`src/rtl/pic_8259a_pkg.sv`:
```
// Shared 8259A definitions: level count, acknowledge FSM states and
// cyclic rotate helpers used to turn rotating priority into fixed priority.
package pic_8259a_pkg;

  localparam int unsigned NUM_LEVELS = 8;
  localparam int unsigned LEVEL_W    = 3;

  typedef enum logic [1:0] {
    ST_IDLE = 2'd0,
    ST_ACK1 = 2'd1,
    ST_ACK2 = 2'd2
  } state_e;

  // Result bit i takes input bit (i + n) mod 8.
  function automatic logic [NUM_LEVELS-1:0] rotate_right(input logic [NUM_LEVELS-1:0] v,
                                                         input logic [LEVEL_W-1:0]    n);
    logic [NUM_LEVELS-1:0] r;
    logic [LEVEL_W-1:0]    idx;
    r = '0;
    for (int i = 0; i < NUM_LEVELS; i++) begin
      idx  = LEVEL_W'(i) + n;
      r[i] = v[idx];
    end
    return r;
  endfunction

  // Result bit i takes input bit (i - n) mod 8.
  function automatic logic [NUM_LEVELS-1:0] rotate_left(input logic [NUM_LEVELS-1:0] v,
                                                        input logic [LEVEL_W-1:0]    n);
    logic [NUM_LEVELS-1:0] r;
    logic [LEVEL_W-1:0]    idx;
    r = '0;
    for (int i = 0; i < NUM_LEVELS; i++) begin
      idx  = LEVEL_W'(i) - n;
      r[i] = v[idx];
    end
    return r;
  endfunction

  function automatic logic [LEVEL_W-1:0] onehot_to_level(input logic [NUM_LEVELS-1:0] v);
    logic [LEVEL_W-1:0] lvl;
    lvl = '0;
    for (int i = 0; i < NUM_LEVELS; i++) begin
      if (v[i]) lvl = LEVEL_W'(i);
    end
    return lvl;
  endfunction

endpackage

```
`src/rtl/in_service_8259a_if.sv`:
```
// Request/acknowledge/EOI bundle between the 8259A control logic and the ISR block.
interface in_service_8259a_if;
  import pic_8259a_pkg::*;

  logic [NUM_LEVELS-1:0] interrupt_request_register;
  logic [NUM_LEVELS-1:0] interrupt_mask;
  logic                  auto_eoi_config;
  logic                  rotate_on_auto_eoi;
  logic                  inta_pulse;
  logic                  eoi_strobe;
  logic                  eoi_specific;
  logic                  eoi_rotate;
  logic [LEVEL_W-1:0]    eoi_level;
  logic                  interrupt;
  logic [NUM_LEVELS-1:0] in_service_register;
  logic                  freeze;
  logic [NUM_LEVELS-1:0] clear_interrupt_request;
  logic [LEVEL_W-1:0]    vector_level;
  logic                  vector_valid;

  modport slave (
    input  interrupt_request_register, interrupt_mask, auto_eoi_config, rotate_on_auto_eoi,
           inta_pulse, eoi_strobe, eoi_specific, eoi_rotate, eoi_level,
    output interrupt, in_service_register, freeze, clear_interrupt_request,
           vector_level, vector_valid
  );

  modport master (
    output interrupt_request_register, interrupt_mask, auto_eoi_config, rotate_on_auto_eoi,
           inta_pulse, eoi_strobe, eoi_specific, eoi_rotate, eoi_level,
    input  interrupt, in_service_register, freeze, clear_interrupt_request,
           vector_level, vector_valid
  );

endinterface

```
`src/rtl/priority_resolver_8259a.sv`:
```
// Picks the highest-priority set bit under rotating priority; returns it one-hot.
module priority_resolver_8259a
  import pic_8259a_pkg::*;
(
  input  logic [NUM_LEVELS-1:0] request,
  input  logic [LEVEL_W-1:0]    lowest_priority,
  output logic [NUM_LEVELS-1:0] highest_c
);

  logic [LEVEL_W-1:0]    shift;
  logic [NUM_LEVELS-1:0] rotated;
  logic [NUM_LEVELS-1:0] isolated;

  // Rotate so the top-priority level sits at bit 0, keep the lowest set bit, rotate back.
  always_comb begin
    shift     = lowest_priority + LEVEL_W'(1);
    rotated   = rotate_right(request, shift);
    isolated  = rotated & (~rotated + NUM_LEVELS'(1));
    highest_c = rotate_left(isolated, shift);
  end

endmodule

```
`src/rtl/in_service_8259a.sv`:
```
// 8259A in-service register: INTA acknowledge sequencing, ISR set/clear,
// EOI handling and rotating priority.
module in_service_8259a
  import pic_8259a_pkg::*;
(
  input  logic                clock,
  input  logic                reset,
  in_service_8259a_if.slave   bus
);

  state_e                state_q, state_d;
  logic [NUM_LEVELS-1:0] isr_q, isr_d;
  logic [LEVEL_W-1:0]    lowest_priority_q, lowest_priority_d;
  logic                  interrupt_q, interrupt_d;
  logic                  freeze_q, freeze_d;
  logic [NUM_LEVELS-1:0] clear_q, clear_d;
  logic [LEVEL_W-1:0]    vector_level_q, vector_level_d;
  logic                  vector_valid_q, vector_valid_d;
  logic                  ack_live_q, ack_live_d;

  logic [NUM_LEVELS-1:0] candidate_c, isr_top_c;
  logic [NUM_LEVELS-1:0] cand_rank_c, isr_rank_c;
  logic                  outranks_c;
  logic [NUM_LEVELS-1:0] set_c, eoi_clr_c, auto_clr_c;

  priority_resolver_8259a u_candidate (
    .request         (bus.interrupt_request_register & ~bus.interrupt_mask),
    .lowest_priority (lowest_priority_q),
    .highest_c       (candidate_c)
  );

  priority_resolver_8259a u_isr_top (
    .request         (isr_q),
    .lowest_priority (lowest_priority_q),
    .highest_c       (isr_top_c)
  );

  // In rotated space a lower bit position means higher priority.
  always_comb begin
    cand_rank_c = rotate_right(candidate_c, lowest_priority_q + LEVEL_W'(1));
    isr_rank_c  = rotate_right(isr_top_c, lowest_priority_q + LEVEL_W'(1));
    outranks_c  = (candidate_c != '0) && ((isr_q == '0) || (cand_rank_c < isr_rank_c));
  end

  always_comb begin
    state_d           = state_q;
    lowest_priority_d = lowest_priority_q;
    clear_d           = '0;
    vector_level_d    = vector_level_q;
    vector_valid_d    = 1'b0;
    ack_live_d        = ack_live_q;
    set_c             = '0;
    auto_clr_c        = '0;
    eoi_clr_c         = '0;

    case (state_q)
      ST_IDLE: begin
        if (bus.inta_pulse) begin
          state_d = ST_ACK1;
          if (candidate_c != '0) begin
            vector_level_d = onehot_to_level(candidate_c);
            set_c          = candidate_c;
            clear_d        = candidate_c;
            ack_live_d     = 1'b1;
          end else begin
            vector_level_d = LEVEL_W'(7);
            ack_live_d     = 1'b0;
          end
        end
      end
      ST_ACK1: begin
        if (bus.inta_pulse) begin
          state_d        = ST_ACK2;
          vector_valid_d = 1'b1;
          // A spurious acknowledge never set a bit, so it must not clear one.
          if (bus.auto_eoi_config && ack_live_q) begin
            auto_clr_c = NUM_LEVELS'(1) << vector_level_q;
            if (bus.rotate_on_auto_eoi) lowest_priority_d = vector_level_q;
          end
        end
      end
      ST_ACK2: state_d = ST_IDLE;
      default: state_d = ST_IDLE;
    endcase

    if (bus.eoi_strobe) begin
      if (bus.eoi_specific) begin
        eoi_clr_c = NUM_LEVELS'(1) << bus.eoi_level;
        if (bus.eoi_rotate) lowest_priority_d = bus.eoi_level;
      end else if (isr_q != '0) begin
        eoi_clr_c = isr_top_c;
        if (bus.eoi_rotate) lowest_priority_d = onehot_to_level(isr_top_c);
      end
    end

    // Setting a level takes precedence over clearing it in the same cycle.
    isr_d       = (isr_q & ~(eoi_clr_c | auto_clr_c)) | set_c;
    freeze_d    = (state_d != ST_IDLE);
    interrupt_d = (state_d == ST_IDLE) && outranks_c;
  end

  always_ff @(posedge clock) begin
    if (reset) begin
      state_q           <= ST_IDLE;
      isr_q             <= '0;
      lowest_priority_q <= LEVEL_W'(7);
      interrupt_q       <= 1'b0;
      freeze_q          <= 1'b0;
      clear_q           <= '0;
      vector_level_q    <= '0;
      vector_valid_q    <= 1'b0;
      ack_live_q        <= 1'b0;
    end else begin
      state_q           <= state_d;
      isr_q             <= isr_d;
      lowest_priority_q <= lowest_priority_d;
      interrupt_q       <= interrupt_d;
      freeze_q          <= freeze_d;
      clear_q           <= clear_d;
      vector_level_q    <= vector_level_d;
      vector_valid_q    <= vector_valid_d;
      ack_live_q        <= ack_live_d;
    end
  end

  assign bus.interrupt               = interrupt_q;
  assign bus.in_service_register     = isr_q;
  assign bus.freeze                  = freeze_q;
  assign bus.clear_interrupt_request = clear_q;
  assign bus.vector_level            = vector_level_q;
  assign bus.vector_valid            = vector_valid_q;

endmodule

```
`src/flat_wrapper.sv`:
```
// flat-port wrapper written by rule: the top's interface ports become plain ports
module in_service_8259a_flat import pic_8259a_pkg::*;
  (clock, reset, bus_interrupt_request_register, bus_interrupt_mask, bus_auto_eoi_config, bus_rotate_on_auto_eoi, bus_inta_pulse, bus_eoi_strobe, bus_eoi_specific, bus_eoi_rotate, bus_eoi_level, bus_interrupt, bus_in_service_register, bus_freeze, bus_clear_interrupt_request, bus_vector_level, bus_vector_valid);
  in_service_8259a_if bus_i ();
  input  logic clock;
  input  logic reset;
  input wire logic [$bits(bus_i.interrupt_request_register)-1:0] bus_interrupt_request_register;
  input wire logic [$bits(bus_i.interrupt_mask)-1:0] bus_interrupt_mask;
  input wire logic [$bits(bus_i.auto_eoi_config)-1:0] bus_auto_eoi_config;
  input wire logic [$bits(bus_i.rotate_on_auto_eoi)-1:0] bus_rotate_on_auto_eoi;
  input wire logic [$bits(bus_i.inta_pulse)-1:0] bus_inta_pulse;
  input wire logic [$bits(bus_i.eoi_strobe)-1:0] bus_eoi_strobe;
  input wire logic [$bits(bus_i.eoi_specific)-1:0] bus_eoi_specific;
  input wire logic [$bits(bus_i.eoi_rotate)-1:0] bus_eoi_rotate;
  input wire logic [$bits(bus_i.eoi_level)-1:0] bus_eoi_level;
  output wire logic [$bits(bus_i.interrupt)-1:0] bus_interrupt;
  output wire logic [$bits(bus_i.in_service_register)-1:0] bus_in_service_register;
  output wire logic [$bits(bus_i.freeze)-1:0] bus_freeze;
  output wire logic [$bits(bus_i.clear_interrupt_request)-1:0] bus_clear_interrupt_request;
  output wire logic [$bits(bus_i.vector_level)-1:0] bus_vector_level;
  output wire logic [$bits(bus_i.vector_valid)-1:0] bus_vector_valid;
  assign bus_i.interrupt_request_register = bus_interrupt_request_register;
  assign bus_i.interrupt_mask = bus_interrupt_mask;
  assign bus_i.auto_eoi_config = bus_auto_eoi_config;
  assign bus_i.rotate_on_auto_eoi = bus_rotate_on_auto_eoi;
  assign bus_i.inta_pulse = bus_inta_pulse;
  assign bus_i.eoi_strobe = bus_eoi_strobe;
  assign bus_i.eoi_specific = bus_eoi_specific;
  assign bus_i.eoi_rotate = bus_eoi_rotate;
  assign bus_i.eoi_level = bus_eoi_level;
  assign bus_interrupt = bus_i.interrupt;
  assign bus_in_service_register = bus_i.in_service_register;
  assign bus_freeze = bus_i.freeze;
  assign bus_clear_interrupt_request = bus_i.clear_interrupt_request;
  assign bus_vector_level = bus_i.vector_level;
  assign bus_vector_valid = bus_i.vector_valid;
  in_service_8259a u_core (.clock(clock), .reset(reset), .bus(bus_i));
endmodule
```
`config.mk`:
```
export PLATFORM = sky130hd
export DESIGN_NAME = in_service_8259a_flat
export DESIGN_NICKNAME = d
export VERILOG_FILES = /design/src/rtl/pic_8259a_pkg.sv /design/src/rtl/in_service_8259a_if.sv /design/src/rtl/priority_resolver_8259a.sv /design/src/rtl/in_service_8259a.sv /design/src/flat_wrapper.sv
export SDC_FILE = /design/constraint.sdc
export NUM_CORES = 1
export LEC_CHECK = 0
export CORE_MARGIN = 5
export CORE_UTILIZATION = 53
export CTS_BUF_LIST = sky130_fd_sc_hd__clkbuf_4 sky130_fd_sc_hd__clkbuf_8 sky130_fd_sc_hd__clkbuf_16
export CTS_CLUSTER_SIZE = 10
export DETAILED_ROUTE_END_ITERATION = 6
export GPL_TIMING_DRIVEN = 0
export MAX_ROUTING_LAYER = met4
export PLACE_DENSITY_LB_ADDON = 0.25
export SLEW_MARGIN = 20
export SYNTH_ARGS = -nofsm -noshare
export SYNTH_HDL_FRONTEND = slang
export SYNTH_HIERARCHICAL = 1
export SYNTH_SLANG_ARGS = --single-unit
```
`constraint.sdc`:
```
create_clock -name clock -period 5.94 [get_ports clock]
set_input_delay 1.188 -clock clock [delete_from_list [all_inputs] [get_ports clock]]
set_output_delay 1.188 -clock clock [all_outputs]
set_load 0.01 [all_outputs]
```
-- Word level (Yosys, flattened, before mapping)
Index checks and enable logic that the tools add are counted.
Widths: inputs -> output; s select.
- bits in registers: 28
- input bits: 27
- output and inout bits: 22
- word-level logic and storage cells: 204
- add/sub/neg operators: 18
- order comparisons: 17
- equality and inequality tests: 1
- shifts and indexed selects: 2
- muxes and demuxes: 134
- bitwise logic cells: 11
- reduce and logical (&&, ||, !) cells: 12
- operators by type and width (operator ; count):
    $bmux 1 s3 ; 48
    $mux 8 ; 9
    $lt 3x4->1 const B ; 16
    $mux 3 ; 18
    $mux 1 ; 52
    $and 8x8->8 ; 4
    $not 8->8 ; 4
    $add 8x1->8 const B ; 2
    $or 8x8->8 ; 2
    $reduce_bool 8->1 ; 2
    $shl 1x3->8 const A ; 2
    $add 3x3->3 const A ; 4
    $mux 2 ; 6
    $sub 3x3->3 const A ; 4
    $logic_not 8->1 ; 1
    $lt 8x8->1 ; 1
    $add 2x3->3 const A ; 2
    $sub 1x3->3 const A ; 2
    $sub 2x3->3 const A ; 2
    $logic_not 2->1 ; 2
    $pmux 2 s2 ; 1
    $add 1x3->3 const A ; 1
    $add 3x1->3 const B ; 1
    $logic_and 1x1->1 ; 3
    other kinds (6) ; 6

-- Longest topological paths before layout
Gate-level depths: netlist of the first run.
- depth after elaboration: 20
- mapped depth: 23
- depth with buffers taken out: 19

-- Modules after synthesis
Netlist of the first run, hierarchy kept.
- by module, submodules not included (module ; times used ; cells each ; area each (µm²) ; seq. area each (µm²)):
    priority_resolver_8259a ; 2 ; 136 ; 1094.8 ; 0.0
    in_service_8259a ; 1 ; 250 ; 2103.3 ; 560.5

-- Least setup slack after synthesis of the first run
No wires, ideal clock.
- path kind: reg2reg
- start: register u_core.lowest_priority_q[0]
- end: register u_core.interrupt_q, in the netlist u_core/bus.interrupt
- data arrival time: 5.461 ns
- data required time: 5.881 ns
- path slack: 0.421 ns
- cell stages (with the launch flop): 23
- buffers on the path: 5
- period minus slack after synthesis: 5.519 ns
- cells stage by stage: dfxtp_1 buf_6 buf_2 clkbuf_1 inv_1 ha_1 clkbuf_1 clkbuf_1 mux4_2 or3_1 a211oi_1 mux2i_1 mux2i_1 mux2i_1 nand2_1 o21ai_0 mux2_2 ha_1 a21o_2 a21o_1 a211oi_1 o2bb2ai_1 a31o_1
- word-level cells in the longest chain between the ends: 15
- RTL lines (what ; line ; source):
    start, declared ; in_service_8259a.sv:13 ; logic [LEVEL_W-1:0] lowest_priority_q, lowest_priority_d;
    start signal, assigned ; in_service_8259a.sv:116 ; lowest_priority_q <= lowest_priority_d;
    $add 3x1->3 (*) ; priority_resolver_8259a.sv:16 ; shift = lowest_priority + LEVEL_W'(1);
    $add 1x3->3 (tied with other cells) ; pic_8259a_pkg.sv:21 ; idx = LEVEL_W'(i) + n;
    $bmux 1 s3 ; pic_8259a_pkg.sv:22 ; r[i] = v[idx];
    $mux 1 (not written as such) ; pic_8259a_pkg.sv:22 ;
    $not 8->8 ; priority_resolver_8259a.sv:18 ; isolated = rotated & (~rotated + NUM_LEVELS'(1));
    $add 8x1->8 ; priority_resolver_8259a.sv:18 ;
    $and 8x8->8 ; priority_resolver_8259a.sv:18 ;
    $bmux 1 s3 (*) ; pic_8259a_pkg.sv:35 ; r[i] = v[idx];
    $mux 1 (not written as such) (*) ; pic_8259a_pkg.sv:35 ;
    net u_core.isr_top_c[5] ; in_service_8259a.sv:21 ; logic [NUM_LEVELS-1:0] candidate_c, isr_top_c;
    $bmux 1 s3 ; pic_8259a_pkg.sv:22 ;
    $mux 1 (not written as such) ; pic_8259a_pkg.sv:22 ;
    $lt 8x8->1 (*) ; in_service_8259a.sv:42 ; outranks_c = (candidate_c != '0) && ((isr_q == '0) || (cand_rank_c < isr_rank_c));
    $logic_or 1x1->1 (*) ; in_service_8259a.sv:42 ;
    $logic_and 1x1->1 (*) ; in_service_8259a.sv:42 ;
    $logic_and 1x1->1 (*) ; in_service_8259a.sv:99 ; interrupt_d = (state_d == ST_IDLE) && outranks_c;
    end signal, assigned ; in_service_8259a.sv:117 ; interrupt_q <= interrupt_d;
    end, declared ; in_service_8259a.sv:14 ; logic interrupt_q, interrupt_d;
The timed path passes the listed nets; every way through them passes the cells marked *. The select of a mux whose other input is x is not followed.
A chain may end at the register's enable or synchronous reset.

-- Worst setup path in the final report of the first run
Ends and elaborated chain as after synthesis.

==> reports/results.ini, run 1 <==
[floorplanning]
die_w_um = 100
rows = 32
fp.dieH_um = 100
dieArea_um2 = 10000
core_area_um2 = 7810
start_util_pct = 55.0
io_pins = 49

[detailed_routing]
drtIter0Drc = 320
vias_per_cell = 6.76
drcViolationCount = 0
wirelength_mm = 13.2
ant_nets = 0
vias = 4609
drt_pass1_iterations = 5
wl_per_cell_um = 19.3

[logic_synthesis]
ys_top_cells_by_area = mux2i_1 15%, dfxtp_1 13%, mux4_2 8.4%
netlist_instances = 522
synth_fp_nets = 562
synth_common_cells = 66 x mux2i_1, 43 x a21oi_1, 36 x nor2_1, 34 x nand2_1, 28 x dfxtp_1
yosysUniqueCellTypes = 65
synth_top_cell_by_area = mux2i_1
syn_area_um2 = 4290
synth_most_common_cell = mux2i_1
synthFlopType = dfxtp_1
synth_edf_count = 0
seq_area_frac_synth_pct = 13.1
ys_async_sr_fraction_pct = 0
synth_area_per_cell_um2 = 8.22
netlist.area_leader.share_pct = 15.4
ys_ff_latch = 28
yosysWarnings = 6

[setup_path]
critPathKind = register to register
crit_slowest_cell = or4_1
reg2reg_slack_ns = 0.23
start_kind = register
critPathBufInv = 5
crit_arrival_ns = 5.95
rr_worst_depth = 21
cp.required_ns = 6.19
worstPathCellList = buf_6 -> buf_2 -> clkbuf_2 -> inv_1 -> ha_2 -> clkbuf_4 -> a2111oi_0 -> or4_1 -> o211ai_2 -> nor3_2 -> mux2i_1 -> mux2i_1 -> mux2_2 -> o21ai_0 -> mux2_2 -> ha_1 -> a21o_2 -> a21o_1 -> a211oi_2 -> o2bb2ai_1 -> a31o_1
crit_path_max_incr_delay_ns = 0.54
crit_family = compound AO/OA/AOI/OAI gates
r2r_start = u_core/lowest_priority_q[0]
cp-end-kind = register
timing.rr.end = u_core/bus.interrupt
path_max_fanout = 14

[timing]
setup_slack_ns = 0.231
hold_viol_final = 0
fin_crit_ns = 5.71
fmax_mhz = 175
finalSetupViolations = 0
tightest_slew_ns = 0.591
fin_hold_ws_ns = 0.531
slew_headroom_pct = 60.3
drv_slew = 0
finalCritPeriodShare_pct = 96.1
fin_skew_ns = 0.0169

[cts]
clockBufferDepth = 2
ctsRootBufferMaster = clkbuf_8
cts_sinks = 28
worstSkewPairLatency_ns = 0.29
cts_tree = yes
path_clk_slew_ns = 0.11
htree_levels = 1
cts-hold-fix-buffers = 0
cts_made_buffers = 3

[min_path]
min_from = u_core/ack_live_q
holdPathStages = 2
holdPathEnd = u_core/ack_live_q
worstHoldPathType = register to register

[global_route]
grt-busiest-layer = met2
antenna_found_initial = 0
use_met2_pct = 41.1
grt_pass1_vias = 4386
grt_max_degree = 17
use_met1_pct = 36.1
grt_use_met3_pct = 3.96
grt_pass1_wl_mm = 21.4
grtUsageTotal_pct = 26.5
grt-ovfl-total = 0

[cells_and_area]
final_area_um2 = 5190
area_delta_synth_final_pct = 20.8
antennaDiodeCount = 0
drive_gt1_share_pct = 20.3
nNetsFinal = 621

[flow_run]
cap_violations = 0

[power]
ir_drop_v = 0.000332
p_per_area_nw_per_um2 = 650
p_leak_nw = 2.06
finalPower_mw = 3.37

[placed_design]
dp_slack_ns = -0.972
portBuffers = 48
routabilityCongestion = 0.953
placed_area_um2 = 4900
hpwlAfterDp_mm = 10.1

[outcome]
outcome = complete, no violations

[power breakdown]
group / total [mW] / switching, mW / internal [mW]
registers: 0.331 / 0.0911 / 0.240
clock network: 0.156 / 0.0658 / 0.0904
logic: 2.89 / 1.62 / 1.27
total: 3.37 / 1.77 / 1.60
[flip-flops by register name, summed over array words and instances (netlist names)]
name	flops
u_core/lowest_priority_q	3
u_core/bus.in_service_register	8
u_core/bus.clear_interrupt_request	8
u_core/bus.vector_valid	1
u_core/bus.freeze	1
u_core/bus.interrupt	1
u_core/state_q	2
u_core/bus.vector_level	3
u_core/ack_live_q	1
[cell families after synthesis]
group                    Yosys count  synth area share, %
XOR/XNOR                          15                 4.49
multiplexers                     107                 30.5
AND/OR/NAND/NOR                  188                 22.9
AO/OA/AOI/OAI                    130                 20.5
flip-flops                        28                 13.1
adder cells (fa/ha/maj)           13                 3.79
buffers and inverters             41                 4.72
[how the worst max path moves through the flow]
stage	startpoint	end	slack, ns	cells after the start
final	u_core/lowest_priority_q[0]	u_core/bus.interrupt	0.23	21
after global placement	u_core/lowest_priority_q[0]	u_core/bus.interrupt	-0.81	22
after CTS	u_core/lowest_priority_q[0]	u_core/bus.interrupt	0.08	21
after floorplan	u_core/lowest_priority_q[0]	u_core/bus.interrupt	0.42	22
after detailed placement	u_core/lowest_priority_q[0]	u_core/bus.interrupt	-0.97	22
after global routing	u_core/lowest_priority_q[0]	u_core/bus.interrupt	-0.002	21
[what timing repair did]
item                                    CTS  global route
pin swaps                                 1             0
endpoints found under the setup margin    1             1
gates resized for setup                  24            21
buffers inserted                          2             6
gates cloned                              0             0
[routing by layer]
layer | vias up | wire length, µm
li1 | 2131 | -
met2 | 234 | 6160
met3 | 38 | 1050
met1 | 2206 | 5630
met4 | 0 | 316
met5 | - | 0
[layout make-up]
cell class / count / area [µm²]
Multi-Input combinational cell: 453 / 3680
Fill cell: 657 / 2620
Sequential cell: 28 / 564
Timing Repair Buffer: 56 / 541
Buffer: 28 / 164
Tap cell: 102 / 128
Clock buffer: 3 / 41.3
Inverter: 11 / 41.3
Clock inverter: 1 / 30.0
[worst register-to-register path: stages (launching register included)]
cell	delay, ns
dfxtp_4	0.51
buf_6	0.19
buf_2	0.26
clkbuf_2	0.28
inv_1	0.18
ha_2	0.45
clkbuf_4	0.25
a2111oi_0	0.09
or4_1	0.54
o211ai_2	0.20
nor3_2	0.13
mux2i_1	0.31
mux2i_1	0.21
mux2_2	0.33
o21ai_0	0.34
mux2_2	0.24
ha_1	0.24
a21o_2	0.22
a21o_1	0.18
a211oi_2	0.27
o2bb2ai_1	0.16
a31o_1	0.11
[stage by stage]
step	std cells	util, %	TNS, ns
final	682	66.4	0
after global routing	682	66.4	-0.00192
after CTS	676	64.8	0
after detailed placement	672	62.8	-0.972
after global placement	672	62.8	-0.813
after floorplan	522	-	0
[cells in the final DEF, fill, tap and decap left out, types with 3 or more instances in the layout]
master | Yosys | layout
a2111oi_0 | 4 | 4
a211oi_1 | 9 | 3
a211oi_2 | 0 | 6
a21o_1 | 4 | 4
a21oi_1 | 43 | 43
a41o_1 | 3 | 3
and2_1 | 8 | 8
and3_1 | 4 | 4
buf_1 | 3 | 3
buf_2 | 7 | 7
buf_4 | 4 | 12
clkbuf_1 | 13 | 7
clkbuf_8 | 1 | 4
clkdlybuf4s50_1 | 0 | 48
dfxtp_1 | 28 | 27
ha_1 | 13 | 11
inv_1 | 6 | 6
inv_2 | 3 | 3
mux2_2 | 23 | 23
mux2i_1 | 66 | 51
mux2i_2 | 0 | 11
mux2i_4 | 0 | 4
mux4_2 | 16 | 16
nand2_1 | 34 | 34
nand2b_1 | 12 | 12
nand3_1 | 15 | 15
nand4_1 | 5 | 5
nor2_1 | 36 | 34
nor2b_1 | 15 | 15
nor3_1 | 25 | 23
nor3_2 | 2 | 4
nor4_1 | 12 | 12
o211ai_1 | 8 | 8
o21ai_0 | 20 | 18
o21ai_1 | 3 | 3
o21bai_1 | 5 | 5
o311ai_1 | 2 | 4
or3_1 | 3 | 3
or4_1 | 9 | 9
xnor2_1 | 10 | 10
Power figures use the tool's default switching activity.
==> run 2, diff against run 1 <==
--- a/config.mk
+++ b/config.mk
@@ -16,5 +16,4 @@
 export SLEW_MARGIN = 20
 export SYNTH_ARGS = -nofsm -noshare
 export SYNTH_HDL_FRONTEND = slang
-export SYNTH_HIERARCHICAL = 1
 export SYNTH_SLANG_ARGS = --single-unit
==> reports/results.ini, run 2 <==
[outcome]
outcome = finished with violations  ; was complete, no violations
violations = DRC

[logic_synthesis]
synth_area_per_cell_um2 = 8.45  ; was 8.22 µm²
ys_top_cells_by_area = dfxtp_1 13%, mux4_2 10%, mux2i_1 6.8%  ; was mux2i_1 15%, dfxtp_1 13%, mux4_2 8.4%
ys_async_sr_fraction_pct = 0  ; unchanged
synth_fp_nets = 562  ; unchanged
synth_common_cells = 44 x nor2_1, 37 x nand2_1, 31 x o21ai_0, 30 x mux2i_1, 28 x dfxtp_1  ; was 66 x mux2i_1, 43 x a21oi_1, 36 x nor2_1, 34 x nand2_1, 28 x dfxtp_1
ys_ff_latch = 28  ; unchanged
synthFlopType = dfxtp_1  ; unchanged
netlist_instances = 526  ; was 522
yosysWarnings = 0  ; was 6
synth_most_common_cell = nor2_1  ; was mux2i_1
netlist.area_leader.share_pct = 12.6  ; was 15.4%
synth_top_cell_by_area = dfxtp_1  ; was mux2i_1
synth_edf_count = 0  ; unchanged
seq_area_frac_synth_pct = 12.6  ; was 13.1%
syn_area_um2 = 4450  ; was 4290 µm²
yosysUniqueCellTypes = 85  ; was 65

[cells_and_area]
layout_common_cells = 47 x clkdlybuf4s50_1, 44 x nor2_1, 37 x nand2_1  ; was 51 x mux2i_1, 48 x clkdlybuf4s50_1, 43 x a21oi_1
drive_gt1_share_pct = 19.4  ; was 20.3%
antennaDiodeCount = 0  ; unchanged
area_delta_synth_final_pct = 20.2  ; was 20.8%
final_common_cell = clkdlybuf4s50_1  ; was mux2i_1
nNetsFinal = 619  ; was 621

[min_path]
worstHoldPathType = register to register  ; unchanged

[timing]
hold_viol_final = 0  ; unchanged
fin_skew_ns = 0.00959  ; was 0.0169 ns
tns_ns = 0  ; unchanged
fin_crit_ns = 5.74  ; was 5.71 ns
slew_headroom_pct = 48.2  ; was 60.3%
fmax_mhz = 174  ; was 175 MHz
finalSetupViolations = 0  ; unchanged
tightest_slew_ns = 0.775  ; was 0.591 ns
finalCritPeriodShare_pct = 96.6  ; was 96.1%
drv_slew = 0  ; unchanged

[global_route]
antenna_found_initial = 0  ; unchanged
grt_max_degree = 17  ; unchanged
grt_pass1_wl_mm = 24.3  ; was 21.4 mm
grt-ovfl-total = 0  ; unchanged
grt_pass1_vias = 4727  ; was 4386
grtUsageTotal_pct = 30.5  ; was 26.5%

[floorplanning]
start_util_pct = 54.4  ; was 55.0%
fp.dieH_um = 102  ; was 100 µm
rows = 33  ; was 32
io_pins = 49  ; unchanged
core_area_um2 = 8180  ; was 7810 µm²
dieArea_um2 = 10300  ; was 10000 µm²
die_w_um = 102  ; was 100 µm

[detailed_routing]
ant_nets = 0  ; unchanged
vias_per_cell = 7.27  ; was 6.76
vias = 4996  ; was 4609
wirelength_mm = 15.6  ; was 13.2 mm
drcViolationCount = 3  ; was 0
wl_per_cell_um = 22.7  ; was 19.3 µm
drt_pass1_iterations = 7  ; was 5
drtIter0Drc = 592  ; was 320

[cts]
clockBufferDepth = 2  ; unchanged
cts_sinks = 28  ; unchanged
ctsRootBufferMaster = clkbuf_8  ; unchanged
worstSkewPairLatency_ns = 0.28  ; was 0.29 ns
cts-hold-fix-buffers = 0  ; unchanged
htree_levels = 1  ; unchanged
cts_made_buffers = 3  ; unchanged
path_clk_slew_ns = 0.09  ; was 0.11 ns
cts_tree = yes  ; unchanged

[placed_design]
routabilityCongestion = 1.06  ; was 0.953
portBuffers = 48  ; unchanged
hpwlAfterDp_mm = 11.7  ; was 10.1 mm

[setup_path]
cp.required_ns = 6.12  ; was 6.19 ns
cp-end-kind = register  ; unchanged
critPathKind = primary input to register  ; was register to register
start_kind = primary input  ; was register
crit_arrival_ns = 5.92  ; was 5.95 ns
path_max_fanout = 6  ; was 14

[power]
clkPwrFrac_pct = 7.1  ; was 4.6%
finalPower_mw = 2.14  ; was 3.37 mW
switching_share_pct = 50.7  ; was 52.6%
power_frac_seq_pct = 12.2  ; was 9.8%
p_leak_nw = 1.93  ; was 2.06 nW
power_switching_mw = 1.09  ; was 1.77 mW
combinationalPowerShare_pct = 80.7  ; was 85.6%
p_per_area_nw_per_um2 = 401  ; was 650 nW/µm²
intPower_mw = 1.06  ; was 1.60 mW
ir_drop_v = 0.000284  ; was 0.000332 V

[flow_run]
cap_violations = 0  ; unchanged

[run 2: critical path, cell delays in order]
cell and delay [ns]:
clkdlybuf4s50_1 0.47, and3b_1 0.21, or4_4 0.52, and4_4 0.20, buf_6 0.13, or4_4 0.45, a2111oi_4 0.35, buf_4 0.21
mux2_2 0.17, a21boi_2 0.09, o22ai_1 0.28, mux4_2 0.29, ha_1 0.24, a21o_1 0.16, a21o_1 0.18, a21oi_2 0.17
nand2_1 0.07, nand2_1 0.09, nor2_1 0.05, o31a_1 0.11, a2111oi_2 0.29
[run 2: path summary, 6_finish.rpt]
path / from / endpoint / slack [ns] / cells after the start
worst max-delay path: bus_interrupt_request_register[7] / u_core.bus.interrupt / 0.20 / 21
worst min-delay path: u_core.state_q[0] / u_core.state_q[1] / 0.54 / 2
worst max register to register: u_core.lowest_priority_q[0] / u_core.bus.interrupt / 0.26 / 24
worst min register to register: u_core.state_q[0] / u_core.state_q[1] / 0.54 / 2
[run 2: timing repair]
action	CTS	global route
setup endpoints to repair	1	1
pin swaps	1	2
buffers inserted	2	3
resized for setup	19	36
[run 2: area by class of cell]
class	count	area, µm²
Sequential cell	28	564
Timing Repair Buffer	53	520
Tap cell	105	131
Clock inverter	1	30.0
Clock buffer	3	41.3
Buffer	37	250
Inverter	10	43.8
Multi-Input combinational cell	450	3760
Fill cell	694	2830
[run 2: kinds of logic (layout without fill, tap and decap cells)]
kind of cell | after synthesis | count (layout) | share of synthesized area, %
flops | 28 | 28 | 12.6
simple gates | 207 | 207 | 25.6
mux | 76 | 76 | 26.2
buf+inv | 48 | 104 | 6.02
compound gates | 152 | 152 | 24.8
fa+ha+maj | 9 | 9 | 2.53
xor+xnor | 6 | 6 | 2.25
[run 2: power groups by stage]
| stage | logic [mW] | clock network, mW | registers (mW) |
|---|---|---|---|
| 3_5_place_dp | 1.55 | 0 | 0.263 |
| 5_1_grt | 1.85 | 0.160 | 0.264 |
| 3_3_place_gp | 1.52 | 0 | 0.262 |
| 4_1_cts | 1.59 | 0.153 | 0.260 |
| 2_1_floorplan | 1.15 | 0 | 0.260 |
| 6_report | 1.73 | 0.152 | 0.261 |
[run 2: per-stage QoR]
| step | hold slack [ns] | instance area, µm² | std cells | worst slack, ns | utilization (%) |
|---|---|---|---|---|---|
| 6_report | 0.541 | 5350 | 687 | 0.201 | 65.4 |
| 5_1_grt | 0.582 | 5350 | 687 | -0.00100 | 65.4 |
| 4_1_cts | 0.548 | 5200 | 684 | 0.0234 | 63.6 |
| 2_1_floorplan | 0.495 | 4450 | 526 | 0.428 | - |
| 3_5_place_dp | 0.533 | 5060 | 679 | -0.873 | 61.9 |
| 3_3_place_gp | 0.525 | 5060 | 679 | -0.748 | 61.9 |
[run 2: per-layer routing]
layer  share of wire (%)  global-route usage [%]  wire length, µm  up-vias
met2                  47                    48.6             7290      358
met1                  40                    40.0             6240     2369
met3                  10                    4.13             1560       68
met4                 3.4                    9.71              524        0
met5                   0                       -                0        -
li1                    -                       -                -     2201
==> run 3, diff against run 2 <==
--- a/config.mk
+++ b/config.mk
@@ -10,7 +10,6 @@
 export CTS_BUF_LIST = sky130_fd_sc_hd__clkbuf_4 sky130_fd_sc_hd__clkbuf_8 sky130_fd_sc_hd__clkbuf_16
 export CTS_CLUSTER_SIZE = 10
 export DETAILED_ROUTE_END_ITERATION = 6
-export GPL_TIMING_DRIVEN = 0
 export MAX_ROUTING_LAYER = met4
 export PLACE_DENSITY_LB_ADDON = 0.25
 export SLEW_MARGIN = 20
==> reports/results.ini, run 3 (synthesis results as in run 2) <==
[flow_run]
cap_violations = 0  ; unchanged

[detailed_routing]
vias = 4689  ; was 4996
ant_nets = 0  ; unchanged
drt_pass1_iterations = 5  ; was 7
wirelength_mm = 14.5  ; was 15.6 mm
drcViolationCount = 0  ; was 3
wl_per_cell_um = 21.5  ; was 22.7 µm
drtIter0Drc = 441  ; was 592
vias_per_cell = 6.98  ; was 7.27

[floorplanning]
die_w_um = 102  ; unchanged
dieArea_um2 = 10300  ; unchanged
rows = 33  ; unchanged
start_util_pct = 54.4  ; unchanged
io_pins = 49  ; unchanged
fp.dieH_um = 102  ; unchanged
core_area_um2 = 8180  ; unchanged

[timing]
rsz0062_at_grt = false
hold_viol_final = 0  ; unchanged
fmax_mhz = 179  ; was 174 MHz
tns_ns = 0  ; unchanged
drv_slew = 0  ; unchanged
finalCritPeriodShare_pct = 93.9  ; was 96.6%
tightest_slew_ns = 0.745  ; was 0.775 ns
fin_crit_ns = 5.58  ; was 5.74 ns
slew_headroom_pct = 50.2  ; was 48.2%
fin_skew_ns = 0.00540  ; was 0.00959 ns
setup_slack_ns = 0.363  ; was 0.201 ns
finalSetupViolations = 0  ; unchanged

[cts]
worstSkewPairLatency_ns = 0.28  ; about the same
cts_sinks = 28  ; unchanged
cts_setup_buffers = 0  ; was 2
clockBufferDepth = 2  ; unchanged
ctsRootBufferMaster = clkbuf_8  ; unchanged
cts_tree = yes  ; unchanged
cts_made_buffers = 3  ; unchanged
htree_levels = 1  ; unchanged
path_clk_slew_ns = 0.09  ; about the same

[placed_design]
dp_slack_ns = 0.148  ; was -0.873 ns
hpwlAfterDp_mm = 11.0  ; was 11.7 mm
dp_cells = 668  ; was 679
routabilityCongestion = 1.02  ; was 1.06
portBuffers = 48  ; unchanged

[setup_path]
rr_worst_depth = 20  ; was 24
cp-end-kind = register  ; unchanged
reg2reg_slack_ns = 0.56  ; was 0.26 ns
cp.required_ns = 6.12  ; about the same
start_kind = primary input  ; unchanged
crit_arrival_ns = 5.75  ; was 5.92 ns
crit_path_start = bus_interrupt_mask[5]  ; was bus_interrupt_request_register[7]
critPathKind = primary input to register  ; unchanged
r2r_start = u_core.lowest_priority_q[0]  ; unchanged
path_max_fanout = 5  ; was 6
timing.rr.end = u_core.bus.interrupt  ; unchanged
endpoint = u_core.bus.interrupt  ; unchanged

[global_route]
grtUsageTotal_pct = 28.9  ; was 30.5%
grt_pass1_vias = 4515  ; was 4727
grt-ovfl-total = 0  ; unchanged
grt_max_degree = 55  ; was 17
grt_pass1_wl_mm = 23.2  ; was 24.3 mm
antenna_found_initial = 0  ; unchanged

[power]
power_switching_mw = 1.00  ; was 1.09 mW
p_per_area_nw_per_um2 = 396  ; was 401 nW/µm²
power_frac_seq_pct = 13.1  ; was 12.2%
combinationalPowerShare_pct = 79.5  ; was 80.7%
ir_drop_v = 0.000186  ; was 0.000284 V
intPower_mw = 1.03  ; was 1.06 mW
p_leak_nw = 1.92  ; was 1.93 nW
finalPower_mw = 2.03  ; was 2.14 mW
switching_share_pct = 49.3  ; was 50.7%
clkPwrFrac_pct = 7.4  ; was 7.1%

[cells_and_area]
drive_gt1_share_pct = 16.6  ; was 19.4%
final_common_cell = clkdlybuf4s50_1  ; unchanged
final_util_pct = 62.7  ; was 65.4%
antennaDiodeCount = 0  ; unchanged
nNetsFinal = 604  ; was 619
layout_common_cells = 48 x clkdlybuf4s50_1, 44 x nor2_1, 37 x nand2_1  ; was 47 x clkdlybuf4s50_1, 44 x nor2_1, 37 x nand2_1
finalNonFillerCells = 672  ; was 687
area_delta_synth_final_pct = 15.2  ; was 20.2%

[outcome]
outcome = complete, no violations  ; was finished with violations

[min_path]
worstHoldPathType = register to register  ; unchanged

run 3: cell count changes in the layout (fill, tap and decap cells not counted), moves of 6 or more:
cell | before | now
buf_4 | 9 | 26
buf_6 | 6 | 0
clkbuf_1 | 15 | 0
mux2i_1 | 19 | 30
mux2i_4 | 9 | 2
run 3: worst min path at each step:
stage / from / endpoint / slack, ns / cells past startpoint
3_5_place_dp: u_core.state_q[0] / u_core.bus.vector_valid / 0.52 / 2
4_1_cts: u_core.state_q[0] / u_core.state_q[1] / 0.54 / 2
6_report: u_core.state_q[0] / u_core.state_q[1] / 0.55 / 2
5_1_grt: u_core.state_q[0] / u_core.state_q[1] / 0.58 / 2
2_1_floorplan: u_core.state_q[0] / u_core.bus.vector_valid / 0.50 / 2
3_3_place_gp: u_core.state_q[0] / u_core.state_q[1] / 0.53 / 2
run 3: final cells by class:
type	instances	area [µm²]
clock buffers	3	41.3
clock inverters	1	30.0
fillers	717	3050
inverters	10	37.5
multi-input cells	450	3620
flip-flops and latches	28	562
well taps	105	131
repair buffers	75	696
run 3: repair_timing:
item	4_1_cts	5_1_grt
hold buffers	0	0
resized for setup	0	1
setup endpoints to repair	0	1
run 3: layer usage:
metal  GRT usage [%]  part of all wire (%)  wire length, µm  vias to the layer above
met3            2.27                   6.9             1000                       57
met2            47.2                    48             6870                      270
met1            37.7                    43             6180                     2192
li1                -                     -                -                     2170
met5               -                     0                0                        -
met4            9.51                   2.8              411                        0
run 3: metrics by stage:
stage                     cell area, µm²  hold slack [ns]
after floorplan                     4450            0.495
after global placement              5040            0.526
after detailed placement            5040            0.523
after CTS                           5120            0.539
after global routing                5120            0.578
final                               5120            0.547
run 3: critical path, cell delays in order:
cell and delay (ns):
clkdlybuf4s50_1 0.48, nand2b_1 0.21, mux4_2 0.51, mux2i_1 0.32
buf_4 0.20, or4_4 0.14, o22ai_2 0.08, mux2_2 0.29
a21boi_0 0.27, o22ai_1 0.13, mux4_2 0.49, ha_1 0.33
a21o_1 0.17, a21o_1 0.17, a21oi_1 0.17, nand2_1 0.07
nand2_1 0.09, nor2_1 0.05, o31a_1 0.10, a2111oi_2 0.28
run 3: power groups by stage:
| stage | clock (mW) | combinational (mW) | sequential, mW |
|---|---|---|---|
| detailed placement | 0 | 1.57 | 0.267 |
| finish | 0.150 | 1.61 | 0.265 |
| floorplan | 0 | 1.15 | 0.260 |
| CTS | 0.151 | 1.58 | 0.264 |
| global route | 0.162 | 1.74 | 0.269 |
| global placement | 0 | 1.54 | 0.267 |
